==> src/rtl/fb_scanout.sv <==
// 1bpp framebuffer scan-out: raster timing, per-group RAM fetch over port Q1,
// and an MSB-first pixel shifter with sync, display-enable and frame indications.
module fb_scanout #(
  parameter logic [14:0] FB_BASE  = 15'h0000,
  parameter int          H_ACTIVE = 256,
  parameter int          H_FP     = 16,
  parameter int          H_SYNC   = 32,
  parameter int          H_BP     = 16,
  parameter int          V_ACTIVE = 192,
  parameter int          V_FP     = 10,
  parameter int          V_SYNC   = 2,
  parameter int          V_BP     = 58,
  parameter logic        SYNC_POL = 1'b0
) (
  input  logic        clk,
  input  logic        rst_n,
  input  logic        pix_ce,
  input  logic        enable,
  output logic        Q1_CLOCK,
  output logic [14:0] Q1_ADDRESS,
  input  logic [7:0]  Q1_DATA_OUT,
  output logic        hsync,
  output logic        vsync,
  output logic        de,
  output logic        pixel,
  output logic        vblank,
  output logic        frame_start
);

  localparam int H_TOTAL = H_ACTIVE + H_FP + H_SYNC + H_BP;
  localparam int V_TOTAL = V_ACTIVE + V_FP + V_SYNC + V_BP;
  localparam int HW      = $clog2(H_TOTAL);
  localparam int VW      = $clog2(V_TOTAL);

  localparam logic [HW-1:0] H_LAST  = HW'(H_TOTAL - 1);
  localparam logic [HW-1:0] H_PF    = HW'(H_TOTAL - 8);
  localparam logic [HW-1:0] H_ACT   = HW'(H_ACTIVE);
  localparam logic [HW-1:0] H_GLAST = HW'(H_ACTIVE - 8);
  localparam logic [HW-1:0] HS_BEG  = HW'(H_ACTIVE + H_FP);
  localparam logic [HW-1:0] HS_END  = HW'(H_ACTIVE + H_FP + H_SYNC);
  localparam logic [VW-1:0] V_LAST  = VW'(V_TOTAL - 1);
  localparam logic [VW-1:0] V_ACT   = VW'(V_ACTIVE);
  localparam logic [VW-1:0] VS_BEG  = VW'(V_ACTIVE + V_FP);
  localparam logic [VW-1:0] VS_END  = VW'(V_ACTIVE + V_FP + V_SYNC);
  localparam logic [14:0]   STRIDE  = 15'(H_ACTIVE / 8);

  logic [HW-1:0] h;
  logic [VW-1:0] v;
  logic [14:0]   line_base;
  logic          line_ok;
  logic [7:0]    shift_q;

  // stage p0: decode of the current raster position
  logic          h_last_p0, v_last_p0, line_act_p0, nxt_act_p0;
  logic          pf_pt_p0, grp_pt_p0, req_p0, ok_p0, load_p0;
  logic          de_p0, hs_p0, vs_p0;
  logic [VW-1:0] v_inc_p0;
  logic [14:0]   grp_p0;

  assign h_last_p0   = (h == H_LAST);
  assign v_last_p0   = (v == V_LAST);
  assign v_inc_p0    = v + VW'(1);
  assign line_act_p0 = (v < V_ACT);
  assign nxt_act_p0  = v_last_p0 ? 1'b1 : (v_inc_p0 < V_ACT);
  assign pf_pt_p0    = (h == H_PF);
  assign grp_pt_p0   = (h[2:0] == 3'd0) && (h < H_GLAST) && line_act_p0;
  assign req_p0      = pix_ce & enable & ((pf_pt_p0 & nxt_act_p0) | grp_pt_p0);
  assign grp_p0      = pf_pt_p0 ? 15'd0 : (15'(h >> 3) + 15'd1);
  assign load_p0     = (h[2:0] == 3'd7) || h_last_p0;
  assign de_p0       = (h < H_ACT) && line_act_p0;
  assign hs_p0       = (h >= HS_BEG) && (h < HS_END);
  assign vs_p0       = (v >= VS_BEG) && (v < VS_END);
  // A line is shown only if enable stayed high from its prefetch point onward.
  assign ok_p0       = pf_pt_p0 ? enable : (line_ok & enable);

  // stage p1: strobe/address and registered raster outputs; p2: fetched byte
  logic        vld_p1;
  logic [14:0] addr_p1;
  logic [7:0]  pbuf_p2;
  logic        de_p1, hs_p1, vs_p1, vb_p1, pix_p1, fs_p1;

  always_ff @(posedge clk or negedge rst_n) begin
    if (!rst_n) begin
      h         <= '0;
      v         <= '0;
      line_base <= FB_BASE;
      line_ok   <= 1'b1;
      shift_q   <= '0;
      vld_p1    <= 1'b0;
      addr_p1   <= FB_BASE;
      pbuf_p2   <= '0;
      de_p1     <= 1'b0;
      hs_p1     <= ~SYNC_POL;
      vs_p1     <= ~SYNC_POL;
      vb_p1     <= 1'b0;
      pix_p1    <= 1'b0;
      fs_p1     <= 1'b0;
    end else begin
      vld_p1 <= req_p0;
      if (req_p0) addr_p1 <= line_base + grp_p0;
      if (vld_p1) pbuf_p2 <= Q1_DATA_OUT;
      fs_p1 <= pix_ce & h_last_p0 & v_last_p0;
      if (pix_ce) begin
        h <= h_last_p0 ? '0 : h + HW'(1);
        if (h_last_p0) v <= v_last_p0 ? '0 : v_inc_p0;
        de_p1   <= de_p0;
        vb_p1   <= ~line_act_p0;
        hs_p1   <= hs_p0 ? SYNC_POL : ~SYNC_POL;
        vs_p1   <= vs_p0 ? SYNC_POL : ~SYNC_POL;
        pix_p1  <= shift_q[7] & de_p0 & ok_p0;
        line_ok <= ok_p0;
        shift_q <= load_p0 ? pbuf_p2 : {shift_q[6:0], 1'b0};
        // Held at the frame origin through blanking so the line-0 prefetch sees it.
        if (!line_act_p0)        line_base <= FB_BASE;
        else if (h == H_GLAST)   line_base <= line_base + STRIDE;
      end
    end
  end

  assign Q1_CLOCK    = vld_p1;
  assign Q1_ADDRESS  = addr_p1;
  assign hsync       = hs_p1;
  assign vsync       = vs_p1;
  assign de          = de_p1;
  assign pixel       = pix_p1;
  assign vblank      = vb_p1;
  assign frame_start = fs_p1;

endmodule

==> config.mk <==
export PLATFORM = sky130hd
export DESIGN_NAME = fb_scanout
export DESIGN_NICKNAME = d
export VERILOG_FILES = /design/src/rtl/fb_scanout.sv
export SDC_FILE = /design/constraint.sdc
export NUM_CORES = 1
export LEC_CHECK = 0
export BUFFER_PORTS_ARGS = -buffer_cell sky130_fd_sc_hd__buf_2
export CORE_UTILIZATION = 56
export CTS_BUF_LIST = sky130_fd_sc_hd__clkbuf_8 sky130_fd_sc_hd__clkbuf_16
export DETAILED_ROUTE_END_ITERATION = 7
export PLACE_DENSITY_LB_ADDON = 0.2
export SYNTH_ARGS = -nofsm -noshare
export SYNTH_HDL_FRONTEND = slang
export SYNTH_SLANG_ARGS = --single-unit
==> constraint.sdc <==
create_clock -name clk -period 2.6 [get_ports clk]
set_input_delay 0.65 -clock clk [delete_from_list [all_inputs] [get_ports clk]]
set_output_delay 0.65 -clock clk [all_outputs]
set_load 0.03 [all_outputs]
### Word-level counts from Yosys, hierarchy flattened

Cells that the tools add are included.
W data, S select, Z words.

| cells by class | value |
|---|---|
| reductions and logical operators | 9 |
| add/sub/neg operators | 5 |
| equal/unequal tests | 6 |
| multiplexer cells | 10 |
| bitwise gates (word level) | 10 |
| order comparisons | 8 |

Operators by type and width:

| kind | count |
|---|---|
| $lt A9 B8 Y1 const B | 4 |
| $mux W15 | 2 |
| $eq A9 B9 Y1 const B | 3 |
| $add A9 B1 Y9 const B | 2 |
| $lt A9 B9 Y1 const B | 2 |
| $mux W9 | 2 |
| $add A15 B6 Y15 const B | 1 |
| $add A15 B7 Y15 | 1 |
| $eq A9 B8 Y1 const B | 1 |
| $ge A9 B8 Y1 const B | 1 |
| $ge A9 B9 Y1 const B | 1 |
| $and A1 B1 Y1 | 8 |
| $mux W8 | 1 |
| $add A6 B1 Y7 const B | 1 |
| $mux W7 | 1 |
| $logic_and A1 B1 Y1 | 5 |
| $mux W1 | 4 |
| $reduce_and A2 Y1 | 2 |
| $eq A3 B3 Y1 const B | 1 |
| $logic_not A3 Y1 | 1 |
| $ne A2 B1 Y1 const B | 1 |
| $logic_or A1 B1 Y1 | 1 |
| $not A1 Y1 | 1 |
| $or A1 B1 Y1 | 1 |

| word-level totals | value |
|---|---|
| bits of input ports | 12 |
| output and inout bits | 22 |
| bits in registers | 72 |
| word-level logic and storage cells | 62 |

### Longest topological paths before layout

Gate-level depths: netlist of run 1.

| logic depth | value |
|---|---|
| depth after elaboration | 6 |
| depth in mapped cells | 11 |
| mapped depth without buffers | 11 |

### Worst setup path after synthesis of run 1

Ideal clock, no wire load.

| timing | value |
|---|---|
| kind | register -> register |
| start | reg h[0] |
| end | reg addr_p1[12] (netlist: Q1_ADDRESS[12]) |
| period minus slack after synthesis | 2.239 ns |
| setup slack | 0.361 ns |
| stages on the path, launching flop included | 12 |
| data required time | 2.475 ns |
| arrival | 2.114 ns |
| cells stage by stage | dfrtp_1 inv_1 ha_1 nand2b_1 o31ai_1 a21oi_1 ha_1 a21oi_1 nor2b_1 nand3_1 xnor2_1 mux2_4 |

| on the way | value |
|---|---|
| word-level cells in the longest chain between the ends | 5 |
| elaborated cells between the ends (all ways) | 10 |
| those cells by class | add/sub (1); order compare (1); eq/ne (1); mux (1); bitwise (3); reduce/logical (3) |

Ends and longest elaborated chain:

| element | line | source |
|---|---|---|
| start, declared | 47 | `logic [HW-1:0] h;` |
| start signal, assigned | 104 | `h <= h_last_p0 ? '0 : h + HW'(1);` |
| parallel branches: the longest is 5 deep, another holds $add A15 B7 Y15 | - |  |
| end signal, assigned | 100 | `if (req_p0) addr_p1 <= line_base + grp_p0;` |
| end, declared | 78 | `logic [14:0] addr_p1;` |

Several ways; the timed one is not identified.
A chain may end at the register's enable or synchronous reset.

### Final worst setup path of run 1

Same ends and word-level chain as after synthesis.

==> results of run 1 <==
-- layout by cell type, fill, tap and decap left out, types with 4 or more instances in the layout --
cell / netlist / layout
dfrtp_1: 64 / 64
o21ai_0: 24 / 24
mux2_4: 7 / 7
nand2b_1: 4 / 4
mux2i_1: 8 / 8
nand2_1: 23 / 23
nor2_1: 27 / 27
clkbuf_8: 0 / 9
xor2_1: 13 / 13
nand3_1: 8 / 8
xnor2_1: 11 / 11
a31oi_1: 4 / 4
a21oi_1: 14 / 13
mux2_2: 14 / 14
inv_1: 17 / 17
buf_2: 2 / 33
buf_4: 1 / 7
ha_1: 9 / 9
and3_1: 8 / 8
clkinv_2: 0 / 4
nand4_1: 11 / 11
-- per-layer routing --
metal  vias up  GRT usage, %
met3        12          6.74
li1       1223             -
met4         0          8.93
met2        52          36.9
met1      1225          30.4
met5         -             0
-- worst min path at each step --
| stage | start | end | slack, ns | cells after the start |
|---|---|---|---|---|
| after global routing | rst_n | Q1_CLOCK | 0.39 | 1 |
| after global placement | vsync | vsync | 0.48 | 2 |
| after detailed placement | vsync | vsync | 0.48 | 2 |
| after CTS | rst_n | pbuf_p2[1] | 0.36 | 1 |
| final | rst_n | Q1_ADDRESS[13] | 0.35 | 1 |
| after floorplan | rst_n | Q1_ADDRESS[0] | 0.35 | 0 |
-- flip-flops by register name (all words and copies together) (netlist names) --
signal	count
line_ok	1
pixel	1
de	1
vblank	1
hsync	1
shift_q	8
frame_start	1
h	9
line_base	10
pbuf_p2	8
vsync	1
Q1_CLOCK	1
Q1_ADDRESS	15
v	9
-- logic make-up (layout without fill, tap and decap cells) --
group,count (synthesis),in the layout,synth area share [%]
muxes,29,29,9.78
adders and majority gates,9,9,3.21
and+or+nand+nor,103,103,16.4
buffers and inverters,35,75,5.28
DFF,67,67,47.9
AOI/OAI and AO/OA,62,62,11.4
xor gates and xnor gates,24,24,6.00
-- area by class of cell --
| type | instances | area [um^2] |
|---|---|---|
| repair buffers | 42 | 258 |
| clock buffers | 9 | 124 |
| inverters | 17 | 63.8 |
| clock inverters | 7 | 45.0 |
| fillers | 483 | 2080 |
| flip-flops and latches | 67 | 1680 |
| multi-input cells | 227 | 1640 |
| well taps | 75 | 93.8 |
-- synth_stat cells (4+ instances only) --
| library cell | number |
|---|---|
| xor2_1 | 13 |
| nand4_1 | 11 |
| xnor2_1 | 11 |
| o21ai_0 | 24 |
| mux2i_1 | 8 |
| clkbuf_1 | 9 |
| nand2b_1 | 4 |
| ha_1 | 9 |
| inv_1 | 17 |
| nand3_1 | 8 |
| and3_1 | 8 |
| a31oi_1 | 4 |
| a21oi_1 | 14 |
| nor2_1 | 27 |
| dfrtp_1 | 64 |
| mux2_4 | 7 |
| buf_6 | 4 |
| mux2_2 | 14 |
| nand2_1 | 23 |
-- report_power, final --
| part | switching [uW] | internal, uW |
|---|---|---|
| clock | 408 | 341 |
| sequential | 135 | 1200 |
| combinational | 262 | 232 |
-- timing repair --
item / in CTS / in global routing
buffers inserted: 0 / 0
endpoints found under the setup margin: 0 / 5
resized for setup: 0 / 1
-- critical path, delay by kind of cell, from the launching register on --
kind            cells  cell delay (ns)
compound gates      3             0.37
flops               1             0.38
buf+inv             1             0.09
mux                 1             0.25
fa+ha+maj           2             0.42
xor+xnor            1             0.15
simple gates        3             0.63
-- through the flow --
| step | total power, uW | hold slack (ns) |
|---|---|---|
| global placement | 1830 | 0.479 |
| finish | 2580 | 0.351 |
| detailed placement | 1850 | 0.477 |
| floorplan | 1700 | 0.354 |
| global route | 2740 | 0.387 |
| CTS | 2600 | 0.364 |
==> results.yml, run 1 <==
status:
  status: "finished, final reports clean"
finish:
  antennaDiodeCount: 0
  nets: 385
  final_core_util_pct: 65.2
  drive_above_1_share_pct: 25.5
  syn_to_final_growth_pct: 11.5
  stdcell_area_mm2: 0.00391
  fin_cells: 444
floorplan:
  fp.coreArea_mm2: 0.00599
  die_w_um: 81.1
  start_util_pct: 58.5
  io_pins: 34
  die_y_um: 81.1
  num_rows: 28
  die_area_mm2: 0.00658
detailed_routing:
  vias: 2512
  wirelength_met1_um: 3190
  viasPerCell: 5.66
  dr.pass1.iters: 5
  first_iter_violations: 119
  routed_wl_um: 6710
  wire_per_inst_um: 15.1
  wl_met2_um: 3200
  drc_errors: 0
  highest_layer: "met4"
  wl_met3_um: 227
  ant_nets: 0
worst_setup_path:
  required_ns: 2.83
  r2r_setup_slack_ns: 0.20
  arrival_ns: 2.63
  crit_chain: "inv_1, ha_1, nand2b_1, o31ai_1, a21oi_1, ha_1, a21oi_2, nor2b_1, nand3_1, xnor2_1, mux2_4"
  cpMostUsedCell: "ha_1"
  worstRegToRegCells: 11
  worstReg2RegEnd: "Q1_ADDRESS[12]"
  worstSetupPathType: "flip-flop to flip-flop"
  crit_start: "h[0]"
  end_kind: "flip-flop"
  endpoint: "Q1_ADDRESS[12]"
  r2r-start: "h[0]"
  startpoint_type: "flip-flop"
  cpMaxStageDelayCell: "dfrtp_1"
  max_stage_delay_ns: 0.38
  critPathMaxFanout: 5
run:
  cap_violations: 0
sta:
  setup_tns_ns: 0
  rsz0062_at_grt: "no"
  slew_violations: 0
  hold_viol_final: 0
  finalCritPeriodShare_pct: 92.1
  worst_slew_pin_slew_ns: 0.710
  relSlewSlack_pct: 52.7
  fmax_ghz: 0.417
  layout_min_cycle_time_ns: 2.40
  skew_ns: 0.00548
  setup_slack_ns: 0.204
  setup_viol: 0
yosys:
  synth_cell_types: 52
  synth_fp_nets: 350
  post-synth-top-area-fraction_pct: 45.7
  synth_flop_cell: "dfrtp_1"
  synth_area_leaders: "dfrtp_1 (46%), mux2_2 (4.5%), o21ai_0 (3.4%)"
  synth-async-reset-ratio_pct: 100
  synth_top_area_cell: "dfrtp_1"
  yosysSeqAreaShare_pct: 47.9
  synth-seq-cells: 67
  synth_area_mm2: 0.00351
  synth.avg_cell_area_um2: 10.7
  synthCells: 329
  synth-edff-count: 0
  yosys_warnings: 0
clock_network:
  htree_levels: 3
  path_clk_slew_ns: 0.07
  cts_root_buf: "clkbuf_8"
  cts_made_buffers: 9
  hold_buffers: 0
  clk_latency_ns: 0.35
  cts_tree: "built"
  cts_max_path_buffers: 2
  clock-sinks: 67
placed_design:
  dpl_cell_area_mm2: 0.00374
  dp_slack_ns: 0.195
  finalWeightedCongestion: 0.882
  dp_hpwl_um: 4870
  placed_cells: 428
  place.port_buffers: 33
global_routing:
  grt_pass1_vias: 2404
  grt.total_usage_pct: 23.4
  grt_pass1_wl_um: 11400
  antenna_found_initial: 0
  grt_overflow_total: 0
  grt_max_degree: 39
pwr:
  p_per_area_mw_per_mm2: 660
  power.leakage_uw: 0.00187
  ir_worst_vdd_mv: 0.561
min_path:
  worstHoldPathType: "input port to asynchronous set/reset pin"
(Power assumes the default switching activity.)
==> inputs of run 2 (changes only) <==
ABC_AREA = 1   (was unset)
CAP_MARGIN = 20   (was unset)
==> results.yml, run 2 <==
detailed_routing:
  wire_per_inst_um: 13.4
  routed_wl_um: 7300
  vias: 2899
  first_iter_violations: 129
  drc_errors: 0
  ant_nets: 0
  dr.pass1.iters: 5
  viasPerCell: 5.32
finish:
  multi_input_area_mm2: 0.00152
  fin_cells: 545
  nets: 486
  seq_area_mm2: 0.00168
  antennaDiodeCount: 0
  drive_above_1_share_pct: 16.2
  final_cell_mix: "nand2_1 (112), dfrtp_1 (64), inv_1 (47), nor2_1 (34)"
  layout.cells.most_common: "nand2_1"
  fillers: 494
  final_core_util_pct: 66.2
  syn_to_final_growth_pct: 13.9
  largest_register_ff_count: 15
global_routing:
  antenna_found_initial: 0
  grt_pass1_vias: 2739
  grt_max_degree: 41
  grt_overflow_total: 0
  grt_pass1_wl_um: 12500
  grt.total_usage_pct: 25.9
yosys:
  yosysSeqAreaShare_pct: 48.8
  synth_flop_cell: "dfrtp_1"
  synth_area_mm2: 0.00344
  synth_area_leaders: "dfrtp_1 (47%), nand2_1 (12%), inv_1 (5.0%)"
  synth-seq-cells: 67
  synthCells: 426
  post-synth-top-area-fraction_pct: 46.5
  synth-async-reset-ratio_pct: 100
  yosys_warnings: 0
  synth.most_common_cell: "nand2_1"
  synth-edff-count: 0
  yosys-top-cells-count: "nand2_1 (112), dfrtp_1 (64), inv_1 (46)"
  synth.avg_cell_area_um2: 8.08
  synth_cell_types: 36
  synth_top_area_cell: "dfrtp_1"
  synth_fp_nets: 447
worst_setup_path:
  required_ns: 2.84
  crit_chain: "inv_1, ha_1, nand2_1, nor2_1, inv_1, o22ai_1, a21oi_1, ha_1, nand2_1, nand2_1, nand3_1, nor2_2, nand2_1, xnor2_1, nand3_1, nand2_1"
  max_stage_delay_ns: 0.37
  startpoint_type: "flip-flop"
  critPathMaxFanout: 5
  cpMostUsedCell: "nand2_1"
  arrival_ns: 2.62
  end_kind: "flip-flop"
  cpMaxStageDelayCell: "dfrtp_1"
  worstRegToRegCells: 16
  cp_num_cells: 16
  crit_family: "simple AND/OR/NAND/NOR gates"
  crit_buf_inv: 2
  worstSetupPathType: "flip-flop to flip-flop"
sta:
  layout_min_cycle_time_ns: 2.38
  fmax_ghz: 0.421
  setup_viol: 0
  relSlewSlack_pct: 56.6
  finalCritPeriodShare_pct: 91.5
  skew_ns: 0.00820
  slew_violations: 0
  hold_viol_final: 0
  setup_tns_ns: 0
  worst_slew_pin_slew_ns: 0.652
clock_network:
  postCtsSetupBuffers: 0
  htree_levels: 3
  cts_max_path_buffers: 2
  clock-sinks: 67
  cts_root_buf: "clkbuf_8"
  path_clk_slew_ns: 0.08
  cts_made_buffers: 9
  cts_resized: 0
  cts_tree: "built"
  hold_buffers: 0
  clk_latency_ns: 0.35
floorplan:
  fp.coreArea_mm2: 0.00592
  start_util_pct: 58.2
  die_y_um: 80.4
  io_pins: 34
  die_w_um: 80.4
  num_rows: 28
  die_area_mm2: 0.00647
pwr:
  power.leakage_uw: 0.00211
  ir_worst_vdd_mv: 0.437
  p_total_uw: 2490
  p_per_area_mw_per_mm2: 634
placed_design:
  placed_cells: 529
  place.port_buffers: 33
  finalWeightedCongestion: 0.863
  dp_hpwl_um: 5200
min_path:
  worstHoldPathType: "input port to asynchronous set/reset pin"
status:
  status: "finished, final reports clean"
run:
  cap_violations: 0
==> run 2: layer usage <==
| layer | track usage [%] | share of wire [%] |
|---|---|---|
| met5 | 0 | 0 |
| met4 | 7.32 | 1.2 |
| met3 | 7.95 | 5.3 |
| met2 | 41.4 | 47 |
| met1 | 33.8 | 47 |
==> run 2: report_power, final <==
part	internal [uW]	leakage [uW]	switching, uW
registers	1130	0.000814	56.6
logic	114	0.00118	216
clock network	567	0.000114	407
==> run 2: kinds of logic (layout without fill, tap and decap cells) <==
family | after synthesis | after routing | synth area share [%]
buf+inv | 60 | 104 | 7.09
simple gates | 216 | 216 | 28.2
fa+ha+maj | 9 | 9 | 3.27
xor+xnor | 11 | 11 | 2.80
flops | 67 | 67 | 48.8
mux | 1 | 1 | 0.327
compound gates | 62 | 62 | 9.52
==> run 2: final cells by class <==
class / instances / share of cell area [%]
Sequential cell: 67 / 42.9
Multi-Input combinational cell: 299 / 38.8
Timing Repair Buffer: 37 / 5.30
Inverter: 51 / 4.88
Clock buffer: 10 / 3.51
Tap cell: 75 / 2.39
Clock inverter: 6 / 2.27
==> run 2: final timing paths <==
check                         startpoint  slack (ns)        endpoint
min                                rst_n        0.32      pbuf_p2[6]
min reg2reg                Q1_ADDRESS[2]        0.47   Q1_ADDRESS[2]
max in group asynchronous          rst_n        1.58           vsync
min in group clk           Q1_ADDRESS[2]        0.47   Q1_ADDRESS[2]
max reg2reg                         h[1]        0.22  Q1_ADDRESS[14]
max                                 h[1]        0.22  Q1_ADDRESS[14]
==> run 2: worst register-to-register path, delay by kind of cell, from the launching register on <==
| family | cells | cell delay (ns) |
|---|---|---|
| and+or+nand+nor | 9 | 0.89 |
| DFF | 1 | 0.37 |
| AOI/OAI and AO/OA | 2 | 0.25 |
| xor gates and xnor gates | 1 | 0.14 |
| buffers and inverters | 2 | 0.26 |
| adders and majority gates | 2 | 0.37 |
==> run 2: through the flow <==
step,setup slack [ns],hold slack [ns],area [um^2]
6_report,0.222,0.321,3920
5_1_grt,-0.0224,0.353,3920
4_1_cts,0.184,0.322,3920
3_5_place_dp,0.202,0.454,3690
3_3_place_gp,0.299,0.450,3690
2_1_floorplan,0.416,0.354,3440
==> inputs of run 3 (changes only) <==
RECOVER_POWER = 25   (was unset)
==> results.yml, run 3 (synthesis results as in run 2) <==
placed_design:
  place.port_buffers: 33
  dp_hpwl_um: 5200
  finalWeightedCongestion: 0.863
finish:
  largest_register_ff_count: 15
  syn_to_final_growth_pct: 13.8
  fillers: 495
  antennaDiodeCount: 0
  final_cell_mix: "nand2_1 (112), dfrtp_1 (64), inv_1 (47), nor2_1 (34), nand3_1 (33)"
  layout.cells.most_common: "nand2_1"
  drive_above_1_share_pct: 16.0
  nets: 486
status:
  status: "complete, but fails checks"
  violations: "capacitance limit, slew limit"
detailed_routing:
  ant_nets: 0
  drc_errors: 0
  wire_per_inst_um: 13.4
  highest_layer: "met4"
  first_iter_violations: 129
  dr.pass1.iters: 5
  vias: 2899
  routed_wl_um: 7300
  wirelength_met1_um: 3410
  viasPerCell: 5.32
  wl_met2_um: 3410
  wl_met3_um: 389
sta:
  hold_viol_final: 0
  layout_min_cycle_time_ns: 2.38
  finalCritPeriodShare_pct: 91.5
  slew_violations: 28
  fmax_ghz: 0.421
  skew_ns: 0.00820
  relSlewSlack_pct: -4.22
  setup_viol: 0
  setup_tns_ns: 0
  worst_slew_pin_slew_ns: 1.56
floorplan:
  die_y_um: 80.4
  die_w_um: 80.4
  die_area_mm2: 0.00647
  io_pins: 34
  num_rows: 28
  start_util_pct: 58.2
  fp.coreArea_mm2: 0.00592
min_path:
  min_from: "Q1_ADDRESS[2]"
  worstHoldPathType: "flip-flop to flip-flop"
  hold_depth: 2
global_routing:
  grt_overflow_total: 0
  grt.total_usage_pct: 25.9
  grt_pass1_vias: 2739
  antenna_found_initial: 0
  grt_max_degree: 41
  grt_pass1_wl_um: 12500
worst_setup_path:
  startpoint_type: "flip-flop"
  required_ns: 2.84
  arrival_ns: 2.62
  crit_start: "h[1]"
  worstRegToRegCells: 16
  worstSetupPathType: "flip-flop to flip-flop"
  end_kind: "flip-flop"
  r2r-start: "h[1]"
  critPathMaxFanout: 5
clock_network:
  postCtsSetupBuffers: 0
  cts_made_buffers: 9
  clk_latency_ns: 0.35
  htree_levels: 3
  cts_root_buf: "clkbuf_8"
  path_clk_slew_ns: 0.08
  cts_tree: "built"
  clock-sinks: 67
  cts_max_path_buffers: 2
run:
  cap_violations: 1
pwr:
  p_total_uw: 2490
  power.leakage_uw: 0.00210
  p_per_area_mw_per_mm2: 634
  ir_worst_vdd_mv: 0.437
==> run 3: cell count changes in the layout (fill, tap and decap cells not counted) <==
cell	previous run	this run
clkbuf_1	0	1
buf_2	33	32
==> run 3: repair_timing <==
action,4_1_cts,5_1_grt
gates resized for setup,0,1
hold buffers,0,0
setup endpoints to repair,0,1
==> run 3: path summary, 6_finish.rpt <==
kind / end / slack [ns]
min: Q1_ADDRESS[2] / 0.47
min reg2reg: Q1_ADDRESS[2] / 0.47
max reg2reg: Q1_ADDRESS[14] / 0.22
min in group asynchronous: pbuf_p2[6] / 0.68
max: Q1_ADDRESS[14] / 0.22
max in group asynchronous: vsync / 0.96
==> run 3: metal layers <==
metal / vias to the layer above / GRT usage (%)
met2: 74 / 41.4
met3: 9 / 7.95
met5: - / 0
li1: 1463 / -
met1: 1353 / 33.8
met4: 0 / 7.32
==> run 3: cell type report <==
type | instances | area, um^2 | area share (%)
tap | 75 | 93.8 | 2.39
clock buffer | 10 | 138 | 3.51
timing repair buffer | 37 | 206 | 5.27
sequential | 67 | 1680 | 42.9
inverter | 51 | 191 | 4.88
clock inverter | 6 | 88.8 | 2.27
multi-input combinational | 299 | 1520 | 38.8
==> run 3: report_power, final <==
part | internal [uW] | switching (uW)
Sequential | 1130 | 56.6
Combinational | 114 | 216
Clock | 567 | 407
Total | 1810 | 679
==> run 3: per-stage QoR <==
step	instances	setup WS (ns)	hold WS (ns)	util (%)	instance area (um^2)
after floorplan	426	0.416	0.354	-	3440
after global placement	529	0.299	0.450	62.4	3690
after detailed placement	529	0.202	0.454	62.4	3690
after CTS	545	0.184	0.322	66.2	3920
after global routing	545	-0.0224	0.498	66.2	3920
final	545	0.222	0.470	66.2	3920
==> run 3: worst max-delay path, stage by stage (launching register included) <==
cell and delay (ns):
dfrtp_1 0.37, inv_1 0.09, ha_1 0.18, nand2_1 0.09, nor2_1 0.06, inv_1 0.17
o22ai_1 0.12, a21oi_1 0.13, ha_1 0.19, nand2_1 0.06, nand2_1 0.14, nand3_1 0.13
nor2_2 0.18, nand2_1 0.09, xnor2_1 0.14, nand3_1 0.08, nand2_1 0.06
